--- config.mk ---
export PLATFORM = sky130hd
export DESIGN_NAME = sched_queue_ctrl
export DESIGN_NICKNAME = d
export VERILOG_FILES = /design/src/rtl/sched_queue_ctrl.sv
export SDC_FILE = /design/constraint.sdc
export NUM_CORES = 1
export LEC_CHECK = 0
export CAP_MARGIN = 15
export CELL_PAD_IN_SITES_DETAIL_PLACEMENT = 1
export CELL_PAD_IN_SITES_GLOBAL_PLACEMENT = 2
export CORE_MARGIN = 10
export CORE_UTILIZATION = 41
export CTS_CLUSTER_DIAMETER = 120
export DETAILED_ROUTE_END_ITERATION = 8
export DONT_BUFFER_PORTS = 1
export HOLD_SLACK_MARGIN = 0.06
export PLACE_DENSITY = 0.8
export SLEW_MARGIN = 20
export SYNTH_ARGS = -nofsm -noshare
export SYNTH_HDL_FRONTEND = slang
export SYNTH_SLANG_ARGS = --single-unit
--- constraint.sdc ---
create_clock -name clk -period 3.96 [get_ports clk]
set_clock_uncertainty 0.05 [all_clocks]
set_input_delay 0.792 -clock clk [delete_from_list [all_inputs] [get_ports clk]]
set_output_delay 0.792 -clock clk [all_outputs]
set_load 0.05 [all_outputs]
--- src/rtl/sched_queue_ctrl.sv ---
// Front-end controller for the scheduler's insertion-sort cell array.
// Takes task descriptors over valid/ready and issues one array operation at
// a time: insert (arr_wr), dispatch the head (arr_rd) or a periodic subtract
// tick (arr_subtract). Every operation is followed by DEPTH settle cycles so
// an insertion can ripple through the whole array. Tracks occupancy in count.
//
// Ports:
//   clk, rst                 clock, asynchronous active-high reset
//   task_valid/task_data     upstream descriptor; task_ready accepts it (comb)
//   disp_req                 dispatcher wants the head task (level)
//   disp_valid/disp_data     one-cycle pulse with the dispatched descriptor
//   arr_wr/arr_rd/arr_subtract  mutually exclusive one-cycle array strobes
//   arr_data                 descriptor driven to cell 0 (held between writes)
//   head_reg                 cell 0 entry: {valid, descriptor}
//   count                    current occupancy
//   sub_overrun              sticky: a tick wrapped while one was still pending
module sched_queue_ctrl #(
  parameter int unsigned W           = 41,
  parameter int unsigned DEPTH       = 8,
  parameter int unsigned TICK_PERIOD = 1000
) (
  input  logic                         clk,
  input  logic                         rst,
  input  logic                         task_valid,
  input  logic [W-2:0]                 task_data,
  output logic                         task_ready,
  input  logic                         disp_req,
  output logic                         disp_valid,
  output logic [W-2:0]                 disp_data,
  output logic                         arr_wr,
  output logic                         arr_rd,
  output logic                         arr_subtract,
  output logic [W-2:0]                 arr_data,
  input  logic [W-1:0]                 head_reg,
  output logic [$clog2(DEPTH+1)-1:0]   count,
  output logic                         sub_overrun
);

  localparam int unsigned CW = $clog2(DEPTH + 1);
  localparam int unsigned TW = $clog2(TICK_PERIOD);
  localparam logic [CW-1:0] DEPTH_C     = CW'(DEPTH);
  localparam logic [CW-1:0] SETTLE_LAST = CW'(DEPTH - 1);
  localparam logic [TW-1:0] TICK_LAST   = TW'(TICK_PERIOD - 1);

  typedef enum logic [1:0] {IDLE, OP, SETTLE} state_t;

  state_t        state_q, state_d;
  logic [CW-1:0] settle_q, settle_d;
  logic [CW-1:0] count_q, count_d;
  logic [TW-1:0] tick_q, tick_d;
  logic          sub_pending_q, sub_pending_d;
  logic          sub_overrun_q, sub_overrun_d;
  logic          arr_wr_q, arr_wr_d;
  logic          arr_rd_q, arr_rd_d;
  logic          arr_subtract_q, arr_subtract_d;
  logic [W-2:0]  arr_data_q, arr_data_d;
  logic          disp_valid_q, disp_valid_d;
  logic [W-2:0]  disp_data_q, disp_data_d;

  logic tick_wrap;
  logic serve_rd;
  logic sub_clear;

  // Occupancy is tracked by count; the cell's own valid flag is not needed.
  logic unused_head_valid;
  assign unused_head_valid = head_reg[W-1];

  // Next-state, arbitration and tick logic.
  always_comb begin
    state_d        = state_q;
    settle_d       = settle_q;
    count_d        = count_q;
    arr_wr_d       = 1'b0;
    arr_rd_d       = 1'b0;
    arr_subtract_d = 1'b0;
    arr_data_d     = arr_data_q;
    disp_valid_d   = 1'b0;
    disp_data_d    = disp_data_q;
    sub_clear      = 1'b0;

    tick_wrap = (tick_q == TICK_LAST);
    tick_d    = tick_wrap ? '0 : tick_q + TW'(1);
    serve_rd  = disp_req && (count_q != '0);

    // Ready ignores task_valid; it only reflects that a write would win now.
    task_ready = !rst && (state_q == IDLE) && !sub_pending_q && !serve_rd &&
                 (count_q < DEPTH_C);

    unique case (state_q)
      IDLE: begin
        if (sub_pending_q) begin
          arr_subtract_d = 1'b1;
          sub_clear      = 1'b1;
          state_d        = OP;
        end else if (serve_rd) begin
          arr_rd_d     = 1'b1;
          disp_valid_d = 1'b1;
          disp_data_d  = head_reg[W-2:0];
          count_d      = count_q - CW'(1);
          state_d      = OP;
        end else if (task_valid && task_ready) begin
          arr_wr_d   = 1'b1;
          arr_data_d = task_data;
          count_d    = count_q + CW'(1);
          state_d    = OP;
        end
      end
      OP: begin
        settle_d = SETTLE_LAST;
        state_d  = SETTLE;
      end
      SETTLE: begin
        if (settle_q == '0) state_d = IDLE;
        else                settle_d = settle_q - CW'(1);
      end
      default: state_d = IDLE;
    endcase

    // A wrap in the same cycle as a serve re-arms the pending flag; the
    // overrun check uses the pre-serve value.
    sub_pending_d = tick_wrap | (sub_pending_q & ~sub_clear);
    sub_overrun_d = sub_overrun_q | (tick_wrap & sub_pending_q);
  end

  // State and output registers.
  always_ff @(posedge clk or posedge rst) begin
    if (rst) begin
      state_q        <= IDLE;
      settle_q       <= '0;
      count_q        <= '0;
      tick_q         <= '0;
      sub_pending_q  <= 1'b0;
      sub_overrun_q  <= 1'b0;
      arr_wr_q       <= 1'b0;
      arr_rd_q       <= 1'b0;
      arr_subtract_q <= 1'b0;
      arr_data_q     <= '1;
      disp_valid_q   <= 1'b0;
      disp_data_q    <= '1;
    end else begin
      state_q        <= state_d;
      settle_q       <= settle_d;
      count_q        <= count_d;
      tick_q         <= tick_d;
      sub_pending_q  <= sub_pending_d;
      sub_overrun_q  <= sub_overrun_d;
      arr_wr_q       <= arr_wr_d;
      arr_rd_q       <= arr_rd_d;
      arr_subtract_q <= arr_subtract_d;
      arr_data_q     <= arr_data_d;
      disp_valid_q   <= disp_valid_d;
      disp_data_q    <= disp_data_d;
    end
  end

  assign arr_wr       = arr_wr_q;
  assign arr_rd       = arr_rd_q;
  assign arr_subtract = arr_subtract_q;
  assign arr_data     = arr_data_q;
  assign disp_valid   = disp_valid_q;
  assign disp_data    = disp_data_q;
  assign count        = count_q;
  assign sub_overrun  = sub_overrun_q;

endmodule

==> impl_results.rst, run 1 <==
.. list-table::
   :header-rows: 1

   * - Metric
     - Value
   * - Clock Root Buffer
     - sky130_fd_sc_hd__clkbuf_8
   * - Worst Setup End Kind
     - output port
   * - Pre-Repair DR Iteration Count
     - 4
   * - Most common library cell in the layout ignoring fill and taps
     - sky130_fd_sc_hd__dfstp_2
   * - FF+latch count, synth
     - 105
   * - Largest buffer count on any clock path
     - 2
   * - Footprint of the multi-input gates
     - 1680 um2
   * - Endpoints failing hold
     - 0
   * - RSZ-0062 raised after global routing
     - no
   * - Final-layout setup total negative slack
     - 0 ns
   * - Overall die area
     - 15800 um2
   * - Kind of critical path
     - flop to output port
   * - TritonCTS clock tree
     - built
   * - Top-level I/O count
     - 175
   * - Final wirelength
     - 10100 um
   * - Number of nets in the finished design
     - 390
   * - Number of distinct library cells after synthesis
     - 47
   * - Std-Cell Rows
     - 38
   * - Number of port buffers
     - 0
   * - Max FO, Critical Path
     - 6
   * - Clock sink count
     - 105
   * - Reg area
     - 2730 um2
   * - Antenna diode count
     - 0
   * - Starting density of the core
     - 41.9%
   * - Post-layout minimum cycle time
     - 3.05 ns
   * - Number of global-route vias before repair
     - 2564
   * - Hold/Removal Path Class
     - input port to async pin
   * - Origin of the critical flop-to-flop path
     - count[0]
   * - Per-cell via count in the routed design
     - 5.36
   * - Max-cap violations
     - 0
   * - Proportion of register bits with asynchronous set or reset after synthesis
     - 100%
   * - Reg2reg end
     - arr_data[7]
   * - Drt wl/cell
     - 22.8 um
   * - Combined buffer and inverter count along the critical path
     - 2
   * - Transition time at the pin with the least slew margin
     - 0.892 ns
   * - Fraction of the yosys area taken by sequential cells
     - 59.7%
   * - Post-cts sizing count
     - 0
   * - Buffers inserted during post-CTS setup optimization
     - 0
   * - Warning count from the yosys run
     - 0
   * - Crit path arrival time
     - 2.21 ns
   * - Register-to-Register Setup Slack
     - 1.22 ns
   * - Final worst path period share
     - 77.0%
   * - First-pass GRT wire length
     - 15800 um
   * - Number of instances in the synthesized netlist
     - 297
   * - Startpoint types
     - flop
   * - Critical path's largest stage delay
     - 0.66 ns
   * - CP Data Required Time
     - 3.12 ns
   * - Finish-stage setup viols
     - 0
   * - Flip-flop cell with the highest count after synthesis
     - sky130_fd_sc_hd__dfstp_2
   * - Maximum number of pins on one net before global-route repair
     - 88
   * - Maximum frequency from static timing analysis
     - 328 MHz
   * - Number of design-rule violations left by the first detailed-router iteration
     - 92
   * - Remaining antenna violation count
     - 0
   * - Area of the core
     - 10900 um2
   * - Post-CTS Hold Buffers
     - 0
   * - Overall via count from detail_route
     - 2382
   * - CP Depth
     - 4
   * - Clock transition at path regs
     - 0.09 ns
   * - Netlist area before placement
     - 4570 um2
   * - Pins over their slew limit
     - 0
   * - Slowest stage cell on the critical path
     - sky130_fd_sc_hd__o41ai_4
   * - Status
     - completed
   * - Number of nets in the synthesized netlist
     - 387
   * - Chain of cells forming the critical path
     - o41ai_4, inv_2, nor4_2, buf_4
   * - Total global routing overflow
     - 0
   * - Final weighted congestion in routability-driven placement
     - 0.710
   * - Later-pin clock latency in the skew report
     - 0.36 ns
   * - DRC Markers
     - 0
   * - Filler Cells Inserted
     - 1093
   * - Commonest cells after routing, fill and taps aside
     - sky130_fd_sc_hd__dfstp_2 (80), sky130_fd_sc_hd__mux2_2 (42), sky130_fd_sc_hd__mux2_4 (39), sky130_fd_sc_hd__dfrtp_1 (25)
   * - GR Util All Layers
     - 12.6%
   * - Chip height
     - 126 um
   * - Layout cells sized above 1
     - 61.8%
   * - Initial antenna violation count
     - 0
   * - Mean area per synthesized cell
     - 15.4 um2
   * - H-tree level count
     - 3
   * - Top delay family on crit path
     - compound AO/OA/AOI/OAI gates
   * - Slew HR
     - 40.6%
   * - Area delta synth->final
     - 6.00%
   * - Inserted Clock Buffers
     - 9
   * - Chip Width
     - 126 um
   * - Placed wire-length estimate after detailed placement
     - 7650 um
   * - Count of flip-flops with a built-in enable after synthesis
     - 0
   * - Worst reg-to-reg path cell count
     - 5
[cell usage after synthesis (2+ instances only)]
cell	count	area share, %
sky130_fd_sc_hd__a211oi_1	2	0.33
sky130_fd_sc_hd__o211ai_1	2	0.33
sky130_fd_sc_hd__or4_1	3	0.49
sky130_fd_sc_hd__nand2b_1	5	0.69
sky130_fd_sc_hd__or3_1	4	0.55
sky130_fd_sc_hd__nor2_1	3	0.25
sky130_fd_sc_hd__mux2_4	39	13
sky130_fd_sc_hd__xnor2_1	3	0.58
sky130_fd_sc_hd__nand4_1	4	0.55
sky130_fd_sc_hd__buf_12	4	1.8
sky130_fd_sc_hd__a21oi_1	6	0.66
sky130_fd_sc_hd__nand3_1	6	0.66
sky130_fd_sc_hd__nor3_1	3	0.33
sky130_fd_sc_hd__mux2_2	42	10
sky130_fd_sc_hd__nand2_1	7	0.58
sky130_fd_sc_hd__nor4_1	3	0.41
sky130_fd_sc_hd__clkbuf_1	3	0.25
sky130_fd_sc_hd__inv_1	11	0.90
sky130_fd_sc_hd__ha_1	4	1.1
sky130_fd_sc_hd__buf_2	4	0.44
sky130_fd_sc_hd__mux2i_1	2	0.44
sky130_fd_sc_hd__xor2_1	2	0.38
sky130_fd_sc_hd__dfstp_2	80	46
sky130_fd_sc_hd__o21ai_0	8	0.88
sky130_fd_sc_hd__dfrtp_1	25	14
[stage by stage]
stage | setup slack (ns) | cell area, um2 | util [%] | instances | hold slack, ns
after global placement | 1.25 | 4670 | 42.9 | 429 | 0.419
after global routing | 0.727 | 4840 | 44.4 | 444 | 0.401
after detailed placement | 1.22 | 4670 | 42.9 | 429 | 0.428
after floorplan | 0.440 | 4570 | - | 297 | 0.405
final | 0.910 | 4840 | 44.4 | 444 | 0.361
after CTS | 0.858 | 4840 | 44.4 | 444 | 0.441
[how the worst max path moves through the flow]
| stage | slack [ns] | endpoint | start |
|---|---|---|---|
| 2_1_floorplan | 0.44 | task_ready | count[0] |
| 3_3_place_gp | 1.25 | arr_data[12] | count[0] |
| 3_5_place_dp | 1.22 | arr_data[7] | count[0] |
| 4_1_cts | 0.86 | task_ready | count[0] |
| 5_1_grt | 0.73 | task_ready | count[0] |
| 6_report | 0.91 | task_ready | count[0] |
[registers in the layout, summed over array words and instances (netlist names), 2 cells and up]
signal and count:
tick_q 10, arr_data 40, disp_data 40, count 4, settle_q 4, state_q 2
[area by class of cell]
class                   count  share of cell area [%]
multi-input cells         167                    34.7
well taps                 140                    3.62
inverters                  12                    1.03
clock inverters             4                   0.620
repair buffers              5                   0.776
clock buffers              11                    2.92
flip-flops and latches    105                    56.4
[logic make-up (layout without fill, tap and decap cells)]
family | Yosys count | in the layout | synth area share [%]
flip-flops | 105 | 105 | 59.7
multiplexers | 83 | 83 | 23.6
AND/OR/NAND/NOR | 46 | 46 | 5.89
AO/OA/AOI/OAI | 28 | 28 | 4.41
buffers and inverters | 25 | 32 | 3.84
adder cells (fa/ha/maj) | 5 | 5 | 1.53
XOR/XNOR | 5 | 5 | 0.959
[metal layers]
layer / track usage (%) / wire length [um] / vias to the layer above
met2: 20.8 / 5080 / 103
met1: 13.4 / 3770 / 1201
li1: - / - / 1066
met4: 3.59 / 129 / 0
met5: 0 / 0 / -
met3: 7.27 / 1130 / 12
Power of run 1 is not shown: default switching activity piles up to over one toggle a cycle in this logic, so the estimate is an artifact.
==> run 2, diff against run 1 <==
--- a/config.mk
+++ b/config.mk
@@ -9,12 +9,12 @@
 export CELL_PAD_IN_SITES_DETAIL_PLACEMENT = 1
 export CELL_PAD_IN_SITES_GLOBAL_PLACEMENT = 2
 export CORE_MARGIN = 10
-export CORE_UTILIZATION = 41
+export CORE_UTILIZATION = 37
 export CTS_CLUSTER_DIAMETER = 120
 export DETAILED_ROUTE_END_ITERATION = 8
 export DONT_BUFFER_PORTS = 1
 export HOLD_SLACK_MARGIN = 0.06
-export PLACE_DENSITY = 0.8
+export PLACE_DENSITY = 0.76
 export SLEW_MARGIN = 20
 export SYNTH_ARGS = -nofsm -noshare
 export SYNTH_HDL_FRONTEND = slang
==> constraint.sdc (replaced) <==
create_clock -name clk -period 2.8 [get_ports clk]
set_clock_uncertainty 0.05 [all_clocks]
set_input_delay 0.56 -clock clk [delete_from_list [all_inputs] [get_ports clk]]
set_output_delay 0.56 -clock clk [all_outputs]
set_load 0.05 [all_outputs]
==> impl_results.rst, run 2 (synthesis gave the netlist of run 1 again) <==
.. list-table::
   :header-rows: 1

   * - Metric
     - Value
   * - Status
     - completed
   * - Filler Cells Inserted
     - 1206
   * - Layout cells sized above 1
     - 62.3%
   * - Final-layout worst hold slack
     - 0.201 ns
   * - Maximum number of pins on one net before global-route repair
     - 51
   * - Top-level I/O count
     - 175
   * - Placed wire-length estimate after detailed placement
     - 8240 um
   * - DRC Markers
     - 0
   * - Drt wl/cell
     - 22.2 um
   * - Crit path arrival time
     - 1.79 ns
   * - Sum of met3 wire segment lengths after detailed routing
     - 1530 um
   * - Top sig layer
     - met4
   * - Worst reg-to-reg path cell count
     - 4
   * - Endpoints failing hold
     - 0
   * - Overall die area
     - 17200 um2
   * - Final worst path period share
     - 85.6%
   * - Buffers inserted during post-CTS setup optimization
     - 0
   * - Pre-Repair DR Iteration Count
     - 4
   * - TritonCTS clock tree
     - built
   * - Amount of wire on met2 after detailed routing
     - 5380 um
   * - Max FO, Critical Path
     - 6
   * - Area delta synth->final
     - 12.0%
   * - Clock Root Buffer
     - sky130_fd_sc_hd__clkbuf_16
   * - Number of port buffers
     - 0
   * - First-pass GRT wire length
     - 16000 um
   * - Maximum frequency from static timing analysis
     - 417 MHz
   * - Area of the core
     - 12100 um2
   * - RSZ-0062 raised after global routing
     - no
   * - Largest buffer count on any clock path
     - 2
   * - Chip height
     - 131 um
   * - Overall via count from detail_route
     - 2445
   * - Std-Cell Rows
     - 40
   * - Pins over their slew limit
     - 0
   * - Transition time at the pin with the least slew margin
     - 0.881 ns
   * - Kind of critical path
     - flop to output port
   * - Clock sink count
     - 105
   * - Antenna diode count
     - 0
   * - Final weighted congestion in routability-driven placement
     - 0.701
   * - Max-cap violations
     - 0
   * - Number of nets in the finished design
     - 398
   * - Later-pin clock latency in the skew report
     - 0.34 ns
   * - Register-to-Register Setup Slack
     - 0.65 ns
   * - M1 WL
     - 3630 um
   * - H-tree level count
     - 3
   * - Reg2reg end
     - arr_data[39]
   * - Total global routing overflow
     - 0
   * - First element of the critical path
     - sub_pending_q
   * - Initial antenna violation count
     - 0
   * - Starting density of the core
     - 37.9%
   * - Most common library cell in the layout ignoring fill and taps
     - sky130_fd_sc_hd__dfstp_2
   * - Number of design-rule violations left by the first detailed-router iteration
     - 108
   * - Post-layout utilization of the core
     - 42.4%
   * - Post-layout minimum cycle time
     - 2.40 ns
   * - Final-layout setup total negative slack
     - 0 ns
   * - Inserted Clock Buffers
     - 9
   * - CP Data Required Time
     - 2.19 ns
   * - Startpoint types
     - flop
   * - Worst Setup End Kind
     - output port
   * - Commonest cells after routing, fill and taps aside
     - sky130_fd_sc_hd__dfstp_2 (80), sky130_fd_sc_hd__mux2_2 (42), sky130_fd_sc_hd__mux2_4 (39), sky130_fd_sc_hd__dfrtp_1 (25)
   * - Remaining antenna violation count
     - 0
   * - Hold/Removal Path Class
     - input port to async pin
   * - Origin of the critical flop-to-flop path
     - sub_pending_q
   * - Finish-stage setup viols
     - 0
   * - Final wirelength
     - 10700 um
   * - Per-cell via count in the routed design
     - 5.08
   * - Post-CTS Hold Buffers
     - 0
   * - Worst setup slack after layout
     - 0.402 ns
   * - Setup slack at placement
     - 0.571 ns
   * - Chip Width
     - 131 um
   * - GR Util All Layers
     - 12.1%
   * - Post-cts sizing count
     - 0
   * - Clock transition at path regs
     - 0.07 ns
   * - Slew HR
     - 41.3%
   * - Number of global-route vias before repair
     - 2706
run 2: layout make-up:
class / instances / area, um2 / area share [%]
sequential: 105 / 2730 / 53.3
multi-input combinational: 167 / 1680 / 32.8
clock buffer: 12 / 236 / 4.62
tap: 168 / 210 / 4.11
timing repair buffer: 13 / 135 / 2.64
clock inverter: 4 / 77.6 / 1.52
inverter: 12 / 48.8 / 0.954
run 2: worst max path at each step:
stage,endpoint,slack [ns]
floorplan,task_ready,0.10
global placement,arr_data[39],0.59
detailed placement,arr_data[39],0.57
CTS,task_ready,0.33
global route,task_ready,0.30
finish,task_ready,0.40
run 2: stage by stage:
stage               instances  cell area [um2]
finish                    481             5110
global route              481             5110
CTS                       481             5110
floorplan                 297             4580
global placement          465             4800
detailed placement        465             4800
run 2: layer usage:
metal,GRT usage [%],vias to the layer above
met5,0,-
met4,3.92,0
met3,6.60,11
met2,20.3,121
met1,12.8,1226
li1,-,1087
run 2: worst max-delay path, stage by stage (launching register included):
cell                      delay (ns)
sky130_fd_sc_hd__dfrtp_1        0.45
sky130_fd_sc_hd__or3_1          0.46
sky130_fd_sc_hd__nor4_2         0.28
sky130_fd_sc_hd__buf_4          0.25
Power of run 2 is left out for the same reason.
==> run 3, diff against run 2 <==
--- a/config.mk
+++ b/config.mk
@@ -8,7 +8,7 @@
 export CAP_MARGIN = 15
 export CELL_PAD_IN_SITES_DETAIL_PLACEMENT = 1
 export CELL_PAD_IN_SITES_GLOBAL_PLACEMENT = 2
-export CORE_MARGIN = 10
+export CORE_MARGIN = 1.5
 export CORE_UTILIZATION = 37
 export CTS_CLUSTER_DIAMETER = 120
 export DETAILED_ROUTE_END_ITERATION = 8
==> impl_results.rst, run 3 (synthesis gave the netlist of run 1 again) <==
.. list-table::
   :header-rows: 1

   * - Metric
     - Value
   * - Initial antenna violation count
     - 0
   * - Top-level I/O count
     - 175
   * - Startpoint types
     - flop
   * - Layout cells sized above 1
     - 62.3%
   * - Combined buffer and inverter count along the critical path
     - 2
   * - Post-CTS Hold Buffers
     - 0
   * - Clock sink count
     - 105
   * - Post-layout utilization of the core
     - 42.2%
   * - H-tree level count
     - 3
   * - GR Util All Layers
     - 14.4%
   * - Total global routing overflow
     - 0
   * - Pre-Repair DR Iteration Count
     - 4
   * - Largest buffer count on any clock path
     - 2
   * - Finish-stage setup viols
     - 0
   * - Starting density of the core
     - 38.0%
   * - Worst setup slack after layout
     - 0.235 ns
   * - Transition time at the pin with the least slew margin
     - 0.878 ns
   * - Critical path's largest stage delay
     - 0.57 ns
   * - Area of the core
     - 12000 um2
   * - Commonest cells after routing, fill and taps aside
     - sky130_fd_sc_hd__dfstp_2 (80), sky130_fd_sc_hd__mux2_2 (42), sky130_fd_sc_hd__mux2_4 (39), sky130_fd_sc_hd__dfrtp_1 (25)
   * - CP Depth
     - 4
   * - Slew HR
     - 41.5%
   * - Post-layout minimum cycle time
     - 2.57 ns
   * - Later-pin clock latency in the skew report
     - 0.34 ns
   * - First-pass GRT wire length
     - 14200 um
   * - Chip Width
     - 114 um
   * - Setup slack at placement
     - 0.493 ns
   * - Per-cell via count in the routed design
     - 5.33
   * - Clock transition at path regs
     - 0.06 ns
   * - Top delay family on crit path
     - compound AO/OA/AOI/OAI gates
   * - Number of global-route vias before repair
     - 2603
   * - Standard cell area after detailed placement
     - 4770 um2
   * - First element of the critical path
     - count[0]
   * - Post-cts sizing count
     - 0
   * - Final standard cell area without fillers
     - 5060 um2
   * - Slowest stage cell on the critical path
     - sky130_fd_sc_hd__o41ai_4
   * - Antenna diode count
     - 0
   * - Worst reg-to-reg path cell count
     - 5
   * - Clock Root Buffer
     - sky130_fd_sc_hd__clkbuf_16
   * - Max FO, Critical Path
     - 6
   * - Overall via count from detail_route
     - 2451
   * - Overall die area
     - 13000 um2
   * - Buffers inserted during post-CTS setup optimization
     - 0
   * - Kind of critical path
     - flop to output port
   * - Maximum frequency from static timing analysis
     - 390 MHz
   * - Final wirelength
     - 9380 um
   * - Placed wire-length estimate after detailed placement
     - 6800 um
   * - RSZ-0062 raised after global routing
     - no
   * - Final-layout setup total negative slack
     - 0 ns
   * - Area delta synth->final
     - 10.9%
   * - Remaining antenna violation count
     - 0
   * - Maximum number of pins on one net before global-route repair
     - 42
   * - Final worst path period share
     - 91.6%
   * - Number of port buffers
     - 0
   * - Filler Cells Inserted
     - 1218
   * - Crit path arrival time
     - 1.96 ns
   * - Most common library cell in the layout ignoring fill and taps
     - sky130_fd_sc_hd__dfstp_2
   * - Origin of the critical flop-to-flop path
     - count[0]
   * - Inserted Clock Buffers
     - 9
   * - Std-Cell Rows
     - 40
   * - Hold/Removal Path Class
     - input port to async pin
   * - Endpoints failing hold
     - 0
   * - Worst Setup End Kind
     - output port
   * - Final weighted congestion in routability-driven placement
     - 0.724
   * - CP Data Required Time
     - 2.19 ns
   * - Number of design-rule violations left by the first detailed-router iteration
     - 68
   * - TritonCTS clock tree
     - built
   * - Number of nets in the finished design
     - 398
   * - Chip height
     - 114 um
   * - Chain of cells forming the critical path
     - o41ai_4, inv_2, nor4_2, buf_4
   * - Drt wl/cell
     - 20.4 um
   * - Pins over their slew limit
     - 0
   * - DRC Markers
     - 0
   * - Status
     - completed
   * - Max-cap violations
     - 0
-- run 3: final cells by class --
class                           count  area (um2)  share of cell area [%]
Tap cell                          147         184                    3.63
Multi-Input combinational cell    167        1680                    33.1
Clock buffer                       12         236                    4.67
Timing Repair Buffer               13         135                    2.67
Sequential cell                   105        2730                    53.9
Inverter                           12        48.8                   0.963
Clock inverter                      4        55.1                    1.09
-- run 3: worst paths after layout --
kind / end / slack (ns)
worst max-delay path: task_ready / 0.23
worst min-delay path: tick_q[7] / 0.15
worst max register to register: arr_data[13] / 0.48
worst min register to register: tick_q[0] / 0.43
max in group asynchronous: arr_data[14] / 1.86
min in group clk: arr_data[17] / 0.31
-- run 3: per-stage QoR --
stage / hold WS, ns / instances
final: 0.153 / 460
after global routing: 0.189 / 460
after CTS: 0.161 / 460
after detailed placement: 0.428 / 444
after global placement: 0.419 / 444
after floorplan: 0.405 / 297
-- run 3: per-layer routing --
| metal | up-vias | wire [um] | GRT usage (%) |
|---|---|---|---|
| met4 | 0 | 162 | 5.67 |
| met5 | - | 0 | 0 |
| li1 | 1088 | - | - |
| met3 | 12 | 928 | 5.93 |
| met2 | 109 | 4720 | 24.7 |
| met1 | 1242 | 3580 | 15.8 |
-- run 3: worst reg2reg max path: stages (launching register included) --
cell	delay [ns]
sky130_fd_sc_hd__dfrtp_1	0.42
sky130_fd_sc_hd__o41ai_4	0.57
sky130_fd_sc_hd__inv_2	0.15
sky130_fd_sc_hd__or3_2	0.47
sky130_fd_sc_hd__buf_12	0.21
sky130_fd_sc_hd__mux2_4	0.38
Power of run 3 is left out for the same reason.
